### config.mk
export PLATFORM = sky130hd
export DESIGN_NAME = wb_stage
export DESIGN_NICKNAME = d
export VERILOG_FILES = /design/src/rtl/wb_stage.sv
export SDC_FILE = /design/constraint.sdc
export NUM_CORES = 1
export LEC_CHECK = 0
export CAP_MARGIN = 25
export CORE_MARGIN = 2
export CORE_UTILIZATION = 43
export CTS_CLUSTER_DIAMETER = 50
export DETAILED_ROUTE_END_ITERATION = 10
export MAX_ROUTING_LAYER = met4
export PLACE_DENSITY_LB_ADDON = 0.2
export SLEW_MARGIN = 20
export SYNTH_ARGS = -nofsm -noshare
export SYNTH_HDL_FRONTEND = slang
export SYNTH_SLANG_ARGS = --single-unit
### constraint.sdc
create_clock -name clk -period 2.05 [get_ports clk]
set_input_delay 0.41 -clock clk [delete_from_list [all_inputs] [get_ports clk]]
set_output_delay 0.41 -clock clk [all_outputs]
set_load 0.01 [all_outputs]
### src/rtl/wb_stage.sv
`default_nettype none
// ============================================================================
//  Module      : wb_stage
//  Description : Pipeline write-back stage with memory-wait FSM, sticky
//                timeout detection and stall/retirement counters.
//  Revision    : 1.0 - initial release
// ============================================================================
module wb_stage #(
    parameter int REGISTER_LEN    = 32,
    parameter int REG_ADDRESS_LEN = 4,
    parameter int CNT_LEN         = 16,
    parameter int TIMEOUT         = 64
) (
    input  logic                       clk,
    input  logic                       rst,
    input  logic                       wb_en_in,
    input  logic                       mem_r_en_in,
    input  logic                       mem_w_en_in,
    input  logic [REGISTER_LEN-1:0]    alu_res_in,
    input  logic [REGISTER_LEN-1:0]    mem_out_in,
    input  logic [REG_ADDRESS_LEN-1:0] dest_in,
    input  logic                       mem_ready,
    output logic                       freeze,
    output logic                       wb_en,
    output logic [REG_ADDRESS_LEN-1:0] wb_dest,
    output logic [REGISTER_LEN-1:0]    wb_value,
    output logic                       mem_timeout,
    output logic [CNT_LEN-1:0]         stall_cnt,
    output logic [CNT_LEN-1:0]         retired_cnt
);

    localparam int WAIT_W = (TIMEOUT > 2) ? $clog2(TIMEOUT) : 1;
    localparam logic [WAIT_W-1:0] C_WAIT_LAST = WAIT_W'(TIMEOUT - 1);

    localparam logic [0:0] S_IDLE = 1'b0;
    localparam logic [0:0] S_WAIT = 1'b1;

    logic [0:0]                 state_q, state_d;
    logic [WAIT_W-1:0]          wait_cnt_q, wait_cnt_d;
    logic                       wb_en_q, wb_en_d;
    logic [REG_ADDRESS_LEN-1:0] wb_dest_q, wb_dest_d;
    logic [REGISTER_LEN-1:0]    wb_value_q, wb_value_d;
    logic                       timeout_q, timeout_d;
    logic [CNT_LEN-1:0]         stall_cnt_q, stall_cnt_d;
    logic [CNT_LEN-1:0]         retired_cnt_q, retired_cnt_d;

    logic w_accept;
    logic w_in_wait;
    logic w_mem_op;

    assign w_mem_op = mem_r_en_in | mem_w_en_in;

    // ------------------------------------------------------------------
    // FSM: state register
    // ------------------------------------------------------------------
    always_ff @(posedge clk) begin
        if (rst) begin
            state_q <= S_IDLE;
        end else begin
            state_q <= state_d;
        end
    end

    // ------------------------------------------------------------------
    // FSM: next-state logic
    // ------------------------------------------------------------------
    always_comb begin
        state_d = state_q;
        case (state_q)
            S_IDLE: begin
                if (!mem_ready && w_mem_op) begin
                    state_d = S_WAIT;
                end
            end
            S_WAIT: begin
                if (mem_ready) begin
                    state_d = S_IDLE;
                end
            end
            default: state_d = S_IDLE;
        endcase
    end

    // ------------------------------------------------------------------
    // FSM: outputs (an accept is any ready cycle, in either state)
    // ------------------------------------------------------------------
    always_comb begin
        w_accept  = mem_ready;
        w_in_wait = 1'b0;
        case (state_q)
            S_IDLE:  w_in_wait = 1'b0;
            S_WAIT:  w_in_wait = 1'b1;
            default: w_in_wait = 1'b0;
        endcase
    end

    // ------------------------------------------------------------------
    // Datapath and counter next-state
    // ------------------------------------------------------------------
    always_comb begin
        wb_en_d       = 1'b0;
        wb_dest_d     = wb_dest_q;
        wb_value_d    = wb_value_q;
        wait_cnt_d    = '0;
        timeout_d     = timeout_q;
        stall_cnt_d   = stall_cnt_q;
        retired_cnt_d = retired_cnt_q;

        if (w_accept) begin
            wb_en_d    = wb_en_in;
            wb_dest_d  = dest_in;
            // A simultaneous read+write is treated as a load.
            wb_value_d = mem_r_en_in ? mem_out_in : alu_res_in;
            if (wb_en_in || mem_w_en_in) begin
                retired_cnt_d = retired_cnt_q + CNT_LEN'(1);
            end
        end else begin
            if (stall_cnt_q != {CNT_LEN{1'b1}}) begin
                stall_cnt_d = stall_cnt_q + CNT_LEN'(1);
            end
        end

        // Counter holds at its last value so it cannot wrap during a long wait.
        if (w_in_wait && !mem_ready) begin
            if (wait_cnt_q == C_WAIT_LAST) begin
                wait_cnt_d = wait_cnt_q;
                timeout_d  = 1'b1;
            end else begin
                wait_cnt_d = wait_cnt_q + WAIT_W'(1);
            end
        end
    end

    always_ff @(posedge clk) begin
        if (rst) begin
            wait_cnt_q    <= '0;
            wb_en_q       <= 1'b0;
            wb_dest_q     <= '0;
            wb_value_q    <= '0;
            timeout_q     <= 1'b0;
            stall_cnt_q   <= '0;
            retired_cnt_q <= '0;
        end else begin
            wait_cnt_q    <= wait_cnt_d;
            wb_en_q       <= wb_en_d;
            wb_dest_q     <= wb_dest_d;
            wb_value_q    <= wb_value_d;
            timeout_q     <= timeout_d;
            stall_cnt_q   <= stall_cnt_d;
            retired_cnt_q <= retired_cnt_d;
        end
    end

    assign freeze      = ~mem_ready;
    assign wb_en       = wb_en_q;
    assign wb_dest     = wb_dest_q;
    assign wb_value    = wb_value_q;
    assign mem_timeout = timeout_q;
    assign stall_cnt   = stall_cnt_q;
    assign retired_cnt = retired_cnt_q;

endmodule
`default_nettype wire

==> metrics, run 1 <==
status=finished clean; I/O pin count=~150; top achievable clock speed=553.1 MHz; total clock sinks=77; Pwr Density=roughly 600 nW/um^2; total standard cell area after synthesis=3436 um^2; pin count of the biggest net entering global routing=between 60 and 70; synthesized area per cell=between 9 and 10 um^2; area of the die=8722 um^2; remaining design rule violation count=0; internal power consumption=0.002291 W; buffer levels on the longest clock path=2; count of maximum capacitance violations=0; wire length of the first global-routing pass=14940 um; worst slew slack as a fraction of its limit=60.18%; kind of end point of the critical path=output port; most used standard cell by instance count after synthesis=dfxtp_1; Peak VDD IR=393.9 uV; hold path endpoint=retired_cnt[11]; Top Family by Delay on Critical Path=buffers and inverters; final critical-path required period=between 1500 and 2000 ps; share of total power consumed by net switching=25.49%; clock-pin slew reported for the worst setup and hold paths after clock tree synthesis=80 ps; slowest stage delay, CP=600 ps; mean number of vias per cell=5.254; maximum clock skew at final layout=~4.8 ps; area inside the core boundary=7727 um^2; # fillers=~630; CTS H-tree depth=3; wire length per cell=15.00 um; clock root buffer master=clkbuf_8; beginning of the worst hold path=rst; number of cells traversed by the worst register-to-register path=5; setup slack of the worst register-to-register path=~320 ps; relative contribution of the clock network to total power=32.2%; leading register cell type out of synthesis=dfxtp_1; cells taking the most area after synthesis=dfxtp_1, mux2i_1, a211oi_1; part of the cycle the worst path needs=88.20%; net load switching power=just under 0.0008 W; CP Buf/Inv Count=1; fraction of final layout cells with drive strength greater than 1=7.322%; Post-DP HPWL=6910 um; starting density of the core=44.46%; cell type with the largest total area after synthesis=dfxtp_1; global route overflow=0; clock latency on the worst-skew pair=330 ps; share of total power in sequential cells=51.7%; unique cell type count in the Yosys netlist=46; setup repair after global routing missed its margin=no; antenna violations before repair=0; Detailed Routing Iterations Pass 1=4; worst-path maximum fanout=7; number of buffers created by CTS=9; overall power=0.003075 W; CP Data Required Time=1640 ps; I/O Buffers=approximately 140; post-synthesis instance total=between 300 and 400; TritonCTS clock tree=yes; ANT cells=0; floorplan die height=93.39 um; syn_nets=450; RePlAce Congestion=approximately 0.84; hold_ws=~330 ps; count of routing violations after the opening detailed-route iteration=182; Worst EP arrival=~1400 ps; most used standard cells in the synthesized netlist=dfxtp_1, nor2_1, mux2i_1; total number of placement rows=32; combinational fraction of design power=between 10% and 20%; max-slew violation total from the final report=0; fin worst setup slack=241.9 ps; async set-or-reset flop fraction in the synthesized netlist=0%; flop and latch count out of synthesis=77; area share of the leading cell type in the synthesized netlist=44.87%; reg2reg start=stall_cnt[0]; hold-fix buffers at CTS=0; kind of launch point of the worst setup path=register; path class of the lowest-slack min-delay path=in2reg; number of setup violations in the final report=0; slowest library cell on the worst path=clkdlybuf4s50_1; via total after detailed routing=3263; share of the yosys chip area belonging to registers=44.87%; Area Growth Syn to Fin=49.49%; Setup WS pre-CTS=123.7 ps; CP Class=reg2out; horizontal die dimension=slightly above 90 um; Post-CTS Setup Bufs=0; number of warnings printed during yosys synthesis=0; sum of negative setup slack=0 ps; ordered list of cells on the worst path=clkdlybuf4s50_1; final net count=591; number of endpoints with negative hold slack in the final report=0; count of cells resized by post-cts repair=0; end of the worst register-to-register path=stall_cnt[11]; final wirelength=between 9000 and 10000 um; worst-margin pin slew=between 500 and 600 ps; Post-synth EDFFs=0; static power due to leakage=1.884 nW; vias in the first global route=3173; count of antenna-violating nets left after detailed routing=0; cell depth of the worst min-delay path=2; GR Util All Layers=21.83%
[layout by cell type (no fill, tap or decap), drive strengths merged, types with 2 or more instances in the layout]
cell and n:
clkinvlp 2, and3 2, nor3 7, or3 8, dfxtp 77, ha 3, a21oi 16, o31a 3
inv 11, o31ai 3, buf 12, nand3 11, xnor2 10, or3b 2, nand2 12, nor4b 5
xor2 5, and4b 2, a211oi 33, nor4 5, nand4 9, nor2 64, mux2i 38, or4 3
clkdlybuf4s50 141, clkinv 3, clkbuf 10, o21ai 9
[state kept, by name, indices dropped and copies added (netlist names)]
register,count
mem_timeout,1
state_q,1
retired_cnt,16
wb_dest,4
wb_en,1
wb_value,32
stall_cnt,16
wait_cnt_q,6
[how the worst max path moves through the flow]
stage	startpoint	to	slack (ps)	cells past startpoint
after floorplan	mem_ready	stall_cnt[11]	400	5
after global placement	wb_en_in	retired_cnt[8]	150	5
after detailed placement	wb_en_in	retired_cnt[10]	120	6
after CTS	stall_cnt[5]	stall_cnt[5]	220	1
after global routing	stall_cnt[0]	stall_cnt[9]	120	5
final	stall_cnt[8]	stall_cnt[8]	240	1
[metrics by stage]
stage                     util [%]  std cells  cell area [um^2]
after floorplan                  -        373              3436
after detailed placement     64.31        605              4970
after CTS                    66.47        621              5136
final                        66.47        621              5136
after global placement       64.31        605              4970
after global routing         66.47        621              5136
[layer usage]
metal	GRT usage, %	up-vias	wire, um
met3	4.110	13	495
met2	36.03	94	4650
met4	7.966	0	161
met1	26.71	1526	4007
met5	-	-	0
li1	-	1630	-
[cells by family after synthesis]
group                      after synthesis  share of synthesized area [%]
xor gates and xnor gates                15                          3.824
adders and majority gates                3                          1.093
and+or+nand+nor                        137                          21.34
DFF                                     77                          44.87
buffers and inverters                   33                          4.006
muxes                                   39                          11.40
AOI/OAI and AO/OA                       69                          13.47
[power by group through the flow]
| stage | logic (W) | clock network [W] | registers [W] |
|---|---|---|---|
| 2_1_floorplan | 0.000170 | 0 | 0.00165 |
| 3_3_place_gp | 0.000490 | 0 | 0.00162 |
| 3_5_place_dp | 0.000499 | 0 | 0.00162 |
| 4_1_cts | 0.000502 | 0.00102 | 0.00159 |
| 5_1_grt | 0.000534 | 0.00109 | 0.00160 |
| 6_report | 0.000494 | 0.000991 | 0.00159 |
[area by class of cell]
cell class              instances  area, um^2  area share [%]
repair buffers                153        1506           29.33
flip-flops and latches         77        1541           30.01
well taps                     102       127.6           2.485
multi-input cells             263        1757           34.20
clock buffers                  10       127.6           2.485
clock inverters                 6       38.79          0.7552
inverters                      10       37.54          0.7308
(Power assumes the default switching activity.)
==> inputs of run 2 (changes only) <==
--- a/config.mk
+++ b/config.mk
@@ -5,7 +5,6 @@
 export SDC_FILE = /design/constraint.sdc
 export NUM_CORES = 1
 export LEC_CHECK = 0
-export CAP_MARGIN = 25
 export CORE_MARGIN = 2
 export CORE_UTILIZATION = 43
 export CTS_CLUSTER_DIAMETER = 50
==> results of run 2 <==
The final DEF is identical to that of run 1; final timing and power are the same.
